File: config.mk
export PLATFORM = sky130hd
export DESIGN_NAME = numa_mem_arbiter
export DESIGN_NICKNAME = d
export VERILOG_FILES = /design/src/rtl/numa_arb_pkg.sv /design/src/rtl/numa_rr_pick.sv /design/src/rtl/numa_mem_arbiter.sv
export SDC_FILE = /design/constraint.sdc
export NUM_CORES = 1
export LEC_CHECK = 0
export CORE_ASPECT_RATIO = 1.25
export CORE_UTILIZATION = 39
export CTS_BUF_LIST = sky130_fd_sc_hd__clkbuf_16
export DETAILED_ROUTE_END_ITERATION = 8
export HOLD_SLACK_MARGIN = 0.15
export PLACE_DENSITY = 0.8
export SLEW_MARGIN = 0
export SYNTH_ARGS = -nofsm -noshare
export SYNTH_HDL_FRONTEND = slang
export SYNTH_HIERARCHICAL = 1
export SYNTH_SLANG_ARGS = --single-unit
File: constraint.sdc
create_clock -name clk -period 4.1 [get_ports clk]
set_clock_uncertainty 0.2 [all_clocks]
set_input_delay 0.41 -clock clk [delete_from_list [all_inputs] [get_ports clk]]
set_output_delay 0.41 -clock clk [all_outputs]
set_load 0.02 [all_outputs]
File: src/rtl/numa_arb_pkg.sv
// Shared types and helpers for the NUMA memory-port arbiter.
package numa_arb_pkg;

   typedef enum logic [1:0] {IDLE, BUSY, DONE} arb_state_e;

   localparam logic [31:0] POISON_DEFAULT = 32'hDEADBEEF;
   localparam int unsigned MAX_CORES      = 8;
   localparam int unsigned BUS_W          = 32 * MAX_CORES;

   // Extract the 32-bit slice belonging to core idx from a zero-extended flat bus.
   function automatic logic [31:0] core_slice(input logic [BUS_W-1:0] bus, input int unsigned idx);
      return 32'(bus >> (32 * idx));
   endfunction

endpackage

File: src/rtl/numa_rr_pick.sv
// Combinational round-robin picker: first requester above last, wrapping modulo NCORES.
module numa_rr_pick #(
   parameter int unsigned NCORES = 2,
   localparam int unsigned IW    = $clog2(NCORES)
) (
   input  logic [NCORES-1:0] req,
   input  logic [IW-1:0]     last,
   output logic              any,
   output logic [IW-1:0]     idx
);

   int unsigned cand;

   always_comb begin
      any  = 1'b0;
      idx  = '0;
      cand = 0;
      for (int unsigned k = 1; k <= NCORES; k++) begin
         cand = (32'(last) + k) % NCORES;
         if (!any && req[IW'(cand)]) begin
            any = 1'b1;
            idx = IW'(cand);
         end
      end
   end

endmodule

File: src/rtl/numa_mem_arbiter.sv
// Round-robin arbiter sharing one memory port between NCORES cores, with a
// watchdog that completes stuck transactions with a poison value and sticky err.
module numa_mem_arbiter
   import numa_arb_pkg::*;
#(
   parameter int unsigned NCORES  = 2,
   parameter int unsigned TIMEOUT = 16,
   parameter logic [31:0] POISON  = POISON_DEFAULT
) (
   input  logic                   clk,
   input  logic                   reset,
   input  logic [NCORES-1:0]      core_req,
   input  logic [32*NCORES-1:0]   core_adr,
   input  logic [32*NCORES-1:0]   core_wdata,
   input  logic [NCORES-1:0]      core_we,
   output logic [NCORES-1:0]      core_stall,
   output logic [31:0]            core_rdata,
   output logic                   mem_req,
   output logic [31:0]            mem_adr,
   output logic [31:0]            mem_wdata,
   output logic                   mem_we,
   input  logic [31:0]            mem_rdata,
   input  logic                   mem_ack,
   output logic                   err
);

   localparam int unsigned IW = $clog2(NCORES);
   localparam int unsigned WW = $clog2(TIMEOUT + 1);

   arb_state_e        state_q, state_d;
   logic [IW-1:0]     grant_q, grant_d;
   logic [IW-1:0]     last_q, last_d;
   logic [31:0]       adr_q, adr_d;
   logic [31:0]       wdata_q, wdata_d;
   logic              we_q, we_d;
   logic              req_q, req_d;
   logic [31:0]       rdata_q, rdata_d;
   logic              err_q, err_d;
   logic [WW-1:0]     wdog_q, wdog_d;

   logic              pick_any;
   logic [IW-1:0]     pick_idx;
   logic [BUS_W-1:0]  adr_ext, wdata_ext;

   assign adr_ext   = BUS_W'(core_adr);
   assign wdata_ext = BUS_W'(core_wdata);

   numa_rr_pick #(.NCORES(NCORES)) u_pick (
      .req  (core_req),
      .last (last_q),
      .any  (pick_any),
      .idx  (pick_idx)
   );

   always_comb begin
      state_d = state_q;
      grant_d = grant_q;
      last_d  = last_q;
      adr_d   = adr_q;
      wdata_d = wdata_q;
      we_d    = we_q;
      req_d   = req_q;
      rdata_d = rdata_q;
      err_d   = err_q;
      wdog_d  = wdog_q;
      case (state_q)
         IDLE: begin
            if (pick_any) begin
               grant_d = pick_idx;
               adr_d   = core_slice(adr_ext, 32'(pick_idx));
               wdata_d = core_slice(wdata_ext, 32'(pick_idx));
               we_d    = |(core_we & (NCORES'(1) << pick_idx));
               req_d   = 1'b1;
               wdog_d  = '0;
               state_d = BUSY;
            end
         end
         BUSY: begin
            // Ack is checked first so a coinciding timeout loses.
            if (mem_ack) begin
               if (!we_q) rdata_d = mem_rdata;
               req_d   = 1'b0;
               state_d = DONE;
            end else if (wdog_q == WW'(TIMEOUT - 1)) begin
               rdata_d = POISON;
               err_d   = 1'b1;
               req_d   = 1'b0;
               state_d = DONE;
            end else begin
               wdog_d = wdog_q + 1'b1;
            end
         end
         DONE: begin
            last_d  = grant_q;
            state_d = IDLE;
         end
         default: state_d = IDLE;
      endcase
   end

   always_ff @(posedge clk or posedge reset) begin
      if (reset) begin
         state_q <= IDLE;
         grant_q <= '0;
         last_q  <= IW'(NCORES - 1);
         adr_q   <= '0;
         wdata_q <= '0;
         we_q    <= 1'b0;
         req_q   <= 1'b0;
         rdata_q <= '0;
         err_q   <= 1'b0;
         wdog_q  <= '0;
      end else begin
         state_q <= state_d;
         grant_q <= grant_d;
         last_q  <= last_d;
         adr_q   <= adr_d;
         wdata_q <= wdata_d;
         we_q    <= we_d;
         req_q   <= req_d;
         rdata_q <= rdata_d;
         err_q   <= err_d;
         wdog_q  <= wdog_d;
      end
   end

   assign core_stall = core_req & ~((state_q == DONE) ? (NCORES'(1) << grant_q) : '0);
   assign core_rdata = rdata_q;
   assign mem_req    = req_q;
   assign mem_adr    = adr_q;
   assign mem_wdata  = wdata_q;
   assign mem_we     = we_q;
   assign err        = err_q;

endmodule

### After elaboration in Yosys (flattened, before gate mapping)

Index checks and enable logic that the tools add are counted.

* add/sub/neg operators: 3
* $lt $le $gt $ge: 2
* equality and inequality tests: 8
* shifts and indexed selects: 4
* multiplexer cells: 24
* bitwise operators: 4
* reduce and logical (&&, ||, !) cells: 12

Operator list (count)
* 64-bit by 6-bit >> shifter with 32-bit output: 2
* 32-bit two-way mux: 3
* 5-bit two-way mux: 3
* 1-bit two-way mux: 11
* 5-bit case mux with 2 select lines: 1
* 3-bit AND reduction: 3
* 2-bit two-way mux: 4
* 2-bit inequality test (second input constant): 4
* 5-bit by 1-bit adder with 5-bit output (second input constant): 1
* 5-bit by 4-bit == test with 1-bit output (second input constant): 1
* 2-bit AND: 2
* 1-bit by 2-bit less-than comparator with 1-bit output (second input constant): 2
* 2-bit case mux with 2 select lines: 1
* 2-bit AND reduction: 2
* 4-bit AND reduction: 1
* 2-bit nonzero test: 2
* 1-bit by 1-bit << shifter with 2-bit output (first input constant): 2
* 3-bit inequality test (second input constant): 1
* 1-bit adder (second input constant): 2
* 2-bit by 1-bit == test with 1-bit output (second input constant): 1
* 2-bit == test (second input constant): 1
* 2-bit zero test: 1
* 2-bit NOT: 1
* 1-bit case mux with 2 select lines: 1
* other kinds (4): 4

* bits in registers: 108
* bits of input ports: 167
* output and inout port bits: 101

### Logic depth before layout (Yosys ltp)

Gate-level depths: netlist of the first run.

* word-level depth: 10
* depth in mapped cells: 7
* depth with buffers taken out: 7

### Cells and area by module

The synthesis of the first run kept the hierarchy.

Modules (own cells, without submodules)
* numa_mem_arbiter: instances 1, cells each 439, area each 4916.0 µm²
* numa_rr_pick: instances 1, cells each 2, area each 13.8 µm²

### Worst setup path before layout of the first run

No wires, ideal clock.

* kind: register to register
* start: register wdog_q[0]
* end: register rdata_q[25], in the netlist core_rdata[25]
* setup time: 0.125 ns
* arrival time: 1.775 ns
* required time: 3.775 ns
* path slack: 2.000 ns
* cell stages (with the launch flop): 7
* cell sequence: dfrtp_1 ha_1 and3_1 ha_1 o211ai_4 buf_4 mux2_2

* cells in the longest elaborated chain, start to end: 3

RTL lines
* start, declared: RTL line numa_mem_arbiter.sv:39 `logic [WW-1:0] wdog_q, wdog_d;`
* start signal, assigned: RTL line numa_mem_arbiter.sv:123 `wdog_q <= wdog_d;`
* 5-bit by 4-bit == test with 1-bit output: RTL line numa_mem_arbiter.sv:84 `end else if (wdog_q == WW'(TIMEOUT - 1)) begin`
* 2-bit nonzero test (no source line)
* 3-bit AND reduction (no source line)
* end signal, assigned: RTL line numa_mem_arbiter.sv:121 `rdata_q <= rdata_d;`
* end, declared: RTL line numa_mem_arbiter.sv:37 `logic [31:0] rdata_q, rdata_d;`

Every way passes these cells.
A chain may end at the register's enable or synchronous reset.

### Worst setup path after layout of the first run

* start: register wdog_q[0]
* end: register rdata_q[7], in the netlist core_rdata[7]

The elaborated chain is that of the path after synthesis.

==> results.md, run 1 <==
- Maximum VDD drop: 352 µV
- CTS Hold Buffers Added: 0
- CP Capture Type: register
- Register area: 2700 µm²
- Initial antenna violation count: 0
- Max-capacitance violation count: 0
- Grt total ovfl: 0
- Fin util: 65.8%
- RSZ-0062 raised after global routing: false
- Critical Path Source Type: register
- Die Ht: 128 µm
- Core area: 12200 µm²
- Die area: 13100 µm²
- Most frequent cell after synthesis: dfrtp_1
- Flop and latch count out of synthesis: 108
- Wirelength, routed: 13.8 mm
- Worst Setup Slack, final: 1.33 ns
- Async SR Flop Fraction: 100%
- CTS Sinks: 108
- Switching Share: 38.2%
- Synth area leader: dfrtp_1
- Pint: 3390 µW
- Clk pwr share: 15.5%
- Top post-synthesis cells by count: dfrtp_1 (107), mux2i_1 (74), a21oi_1 (66), nor2_1 (66), nand2b_1 (24)
- Die Span X: 103 µm
- Design area: 8040 µm²
- Nets: 865
- Endpoints failing hold: 0
- Syn_area_per_cell: 11.2 µm²
- Via Count: 4202
- # fillers: 974
- P_leak: 0.00338 µW
- P_sw: 2090 µW
- Post-route ant nets: 0
- Initial DRC Count: 146
- First-pass GRT wire length: 21.8 mm
- Power Density: 682 nW/µm²
- Synth area leaders: dfrtp_1 (54%), mux2i_1 (15%), a21oi_1 (6.7%)
- Post-synth top area share: 54.3%
- WS Path Type: reg2reg
- Min-Delay Path Class: reg2reg
- HPWL Detailed: 10.5 mm
- Layout cell share with drive strength beyond 1: 4.85%
- # setup viols final: 0
- Place WS: 1.34 ns
- Total Routing Usage GR: 21.6%
- CP max FO: 32
- Worst slew pin tran: 1.13 ns
- Largest net degree at the start of global routing: 69
- Sequential Power Share: 34.0%
- H-tree lvl count: 3
- WL/cell: 15.9 µm
- Synthesized area: 4930 µm²
- Post-Syn Instances: 441
- Clock Tree Root: clkbuf_16
- Row count: 45
- Slew Viols, Final: 0
- Top FF cell, synth: dfrtp_1
- Yosys Warn Count: 6
- Max transition margin: 24.2%
- Fin crit period: 2.77 ns
- Area occupied by multi-input gates: 2030 µm²
- Status: completed
- Buffers on Ports: 267
- Drt drc: 0
- Max Fclk: 362 MHz
- Worst EP required: 4.12 ns
- CTS tree: yes
- Post-route setup TNS: 0 ns
- Register area share after synthesis: 54.8%
- Io pins: 268
- Num CTS Buffers: 9
- # diodes: 0
- Distinct cells, synth: 35
- Syn Nets: 610
- Buffer depth of the longest clock path: 2
- Layout area overhead: 63.1%
- Combinational share of power: 50.5%
- WP data arrival: 2.79 ns
- RePlAce Congestion: 0.794
- Placed cell area: 7750 µm²
- DRT Pass-1 Iters: 4
- Clock transition at the registers of the reported paths: 0.07 ns
- Initial core utilization: 40.3%
- Vias in the first global route: 4409
- Clock latency on the worst-skew pair: 0.34 ns
- Fin crit share: 67.5%
- Post_cts resized: 0
- Via density: 4.86
- Postcts setup bufs: 0
- Final Total Pwr: 5490 µW
- Post-synth EDFFs: 0
## critical path, stage by stage, from the launching register on
cell,delay (ns)
dfrtp_1,0.42
ha_1,0.24
and3_1,0.19
ha_1,0.27
o211ai_4,0.91
mux2_2,0.43
## layout make-up
class | count | area share, %
Clock inverter | 7 | 0.809
Sequential cell | 108 | 33.6
Clock buffer | 9 | 2.80
Timing Repair Buffer | 273 | 34.3
Inverter | 13 | 0.638
Tap cell | 164 | 2.55
Multi-Input combinational cell | 291 | 25.3
## power by group through the flow
stage	Sequential (µW)	Clock, µW	Combinational [µW]
after floorplan	2430	0	891
after global placement	1860	0	2720
after detailed placement	1880	0	2790
after CTS	1870	876	2810
after global routing	1930	921	2990
final	1870	848	2770
## final timing paths
path	cells after the start	endpoint	slack [ns]	start
worst max-delay path	5	core_rdata[7]	1.33	wdog_q[0]
worst min-delay path	1	err	0.28	err
worst max register to register	5	core_rdata[7]	1.33	wdog_q[0]
worst min register to register	1	err	0.28	err
max in group asynchronous	3	last_q	2.56	reset
min in group asynchronous	2	core_rdata[4]	0.33	reset
## kinds of logic after synthesis
| logic type | after synthesis | synth area share, % |
|---|---|---|
| multiplexers | 99 | 20.7 |
| adder cells (fa/ha/maj) | 2 | 0.508 |
| buffers and inverters | 42 | 4.26 |
| AO/OA/AOI/OAI | 76 | 8.53 |
| flip-flops | 108 | 54.8 |
| AND/OR/NAND/NOR | 114 | 11.1 |
## routing by layer
metal / GRT usage (%) / up-vias / share of wire, %
met5: 0 / - / 0
met4: 8.07 / 0 / 1.9
met3: 5.94 / 18 / 8.7
met2: 39.6 / 178 / 53
met1: 23.2 / 1999 / 36
li1: - / 2007 / -
## layout by cell type, fill, tap and decap left out, types with 2 or more instances in the layout
| master | n |
|---|---|
| ha_1 | 2 |
| clkbuf_16 | 9 |
| buf_12 | 3 |
| mux2_2 | 5 |
| nand2b_1 | 24 |
| dfrtp_1 | 107 |
| nor2_1 | 66 |
| o21a_1 | 2 |
| clkinv_2 | 3 |
| mux2_1 | 20 |
| buf_4 | 3 |
| mux2i_1 | 74 |
| and3_1 | 2 |
| inv_1 | 12 |
| nand2_1 | 11 |
| or2b_1 | 2 |
| a21oi_1 | 66 |
| clkdlybuf4s50_1 | 267 |
## flip-flops by register name, indices dropped and copies added (netlist names)
name and count:
last_q 1, grant_q 1, mem_wdata 32, state_q 2
wdog_q 5, core_rdata 32, mem_we 1, err 1
mem_adr 32, mem_req 1
## metrics by stage
stage               hold slack [ns]  std cells
finish                        0.275        865
global placement              0.270        849
CTS                           0.275        865
global route                  0.302        865
detailed placement            0.259        849
floorplan                     0.239        441
Power figures use the tool's default switching activity.
==> run 2: changes to the inputs <==
clock period = 2.6 ns   (was 4.1 ns; I/O delays follow)
==> run 2 against run 1 <==
  * Worst setup slack worse by 0.99 ns
  * Routed wire length is 4.9% lower
  * Hold slack worse by 0.093 ns
  * Largest cell class unchanged
==> results.md, run 2 (synthesis results as in run 1) <==
- Largest net degree at the start of global routing: 71 (+2.9%)
- Layout cell share with drive strength beyond 1: 5.26% (+0.41 points)
- CTS Hold Buffers Added: 0 (unchanged)
- Most common cell after layout, fill and taps aside: clkdlybuf4s50_1
- WL/cell: 15.1 µm (-5.1%)
- Initial antenna violation count: 0 (unchanged)
- Max transition margin: 53.3% (+29 points)
- Clock transition at the registers of the reported paths: 0.07 ns (about the same)
- RePlAce Congestion: 0.819 (+3.3%)
- # setup viols final: 0 (unchanged)
- Nets: 867 (+0.23%)
- P_leak: 0.00343 µW (+1.5%)
- Status: completed
- Non-filler cells, final: 867 (+0.23%)
- Clock Tree Root: clkbuf_16
- Fin util: 66.8% (+1.0 points)
- DRT Pass-1 Iters: 6 (+2)
- Die Ht: 128 µm (unchanged)
- Num CTS Buffers: 9 (unchanged)
- WP data arrival: 2.27 ns (-0.52 ns)
- Die Span X: 103 µm (unchanged)
- Io pins: 268 (unchanged)
- Buffer depth of the longest clock path: 2 (unchanged)
- CP Capture Type: register
- Max-capacitance violation count: 0 (unchanged)
- Layout area overhead: 65.6%
- Post-route setup TNS: 0 ns (unchanged)
- Worst EP required: 2.61 ns (-1.51 ns)
- Post-route ant nets: 0 (unchanged)
- Wirelength, routed: 13.1 mm (-4.9%)
- Place WS: 0.373 ns (-0.966 ns)
- CTS tree: yes
- Total Routing Usage GR: 20.0% (-1.6 points)
- Via Count: 4143 (-1.4%)
- Final Total Pwr: 8930 µW (+63%)
- Initial DRC Count: 55 (-62%)
- H-tree lvl count: 3 (unchanged)
- Maximum VDD drop: 567 µV (+61%)
- RSZ-0062 raised after global routing: false
- Die area: 13100 µm² (unchanged)
- # diodes: 0 (unchanged)
- Max Fclk: 444 MHz (+23%)
- Buffers on Ports: 267 (unchanged)
- Inst Count DP: 851 (+0.24%)
- Row count: 45 (unchanged)
- Drt drc: 0 (unchanged)
- Core area: 12200 µm² (unchanged)
- Slew Viols, Final: 0 (unchanged)
- CTS Sinks: 108 (unchanged)
- Worst slew pin tran: 0.699 ns (-0.433 ns)
- Endpoints failing hold: 0 (unchanged)
- Via density: 4.78 (-1.6%)
- Fin crit share: 86.7% (+19 points)
- Worst Setup Slack, final: 0.346 ns (-0.989 ns)
- Postcts setup bufs: 0 (unchanged)
- Fin crit period: 2.25 ns (-0.511 ns)
- Vias in the first global route: 4207 (-4.6%)
- Power Density: 1090 nW/µm² (+60%)
- First-pass GRT wire length: 20.2 mm (-7.4%)
- Critical Path Source Type: register
- Most frequent cells in the layout: clkdlybuf4s50_1 (267), dfrtp_1 (107), mux2i_1 (74), nor2_1 (66), a21oi_1 (66)
- Min-Delay Path Class: in2async
- Grt total ovfl: 0 (unchanged)
- WS Path Type: reg2reg
- Clock latency on the worst-skew pair: 0.33 ns (about the same)
- HPWL Detailed: 10.2 mm (-3.0%)
- CP max FO: 5 (-84%)
- Initial core utilization: 40.3% (unchanged)
- Post_cts resized: 0 (unchanged)
## run 2: path summary, 6_finish.rpt
kind / start / endpoint / slack [ns] / cells after the start
worst max-delay path: wdog_q[0] / wdog_q[3] / 0.35 / 6
min in group clk: mem_rdata[17] / core_rdata[17] / 0.27 / 3
worst max register to register: wdog_q[0] / wdog_q[3] / 0.35 / 6
worst min-delay path: reset / core_rdata[16] / 0.18 / 2
max in group asynchronous: reset / mem_wdata[18] / 1.38 / 3
worst min register to register: err / err / 0.28 / 1
## run 2: stage by stage
step / cell area [µm²] / hold slack, ns
final: 8160 / 0.183
after floorplan: 4930 / 0.194
after detailed placement: 7820 / 0.261
after CTS: 8160 / 0.194
after global placement: 7820 / 0.269
after global routing: 8160 / 0.249
## run 2: layout make-up
| type | instances | area [µm²] |
|---|---|---|
| Clock buffer | 9 | 225 |
| Clock inverter | 7 | 121 |
| Tap cell | 164 | 205 |
| Inverter | 13 | 52.6 |
| Timing Repair Buffer | 275 | 2820 |
| Multi-Input combinational cell | 291 | 2030 |
| Sequential cell | 108 | 2700 |
| Fill cell | 936 | 4060 |
## run 2: critical path, cell delays in order, from the launching register on
cell and delay, ns:
dfrtp_1 0.41, ha_1 0.24, and3_1 0.19, ha_1 0.26, nor4b_2 0.39, nor2_1 0.14, a211o_1 0.31
## run 2: routing by layer
layer	vias up	part of all wire (%)	track usage (%)
met5	-	0	0
li1	2017	-	-
met2	159	55	38.2
met1	1950	36	21.0
met4	0	1.4	5.71
met3	17	7.5	5.13
## run 2: report_power, final
group	leakage, µW	switching (µW)	internal [µW]	total [µW]
Clock	0.000170	607	949	1560
Sequential	0.00120	461	2480	2940
Combinational	0.00205	2260	2170	4430
Total	0.00343	3320	5600	8930
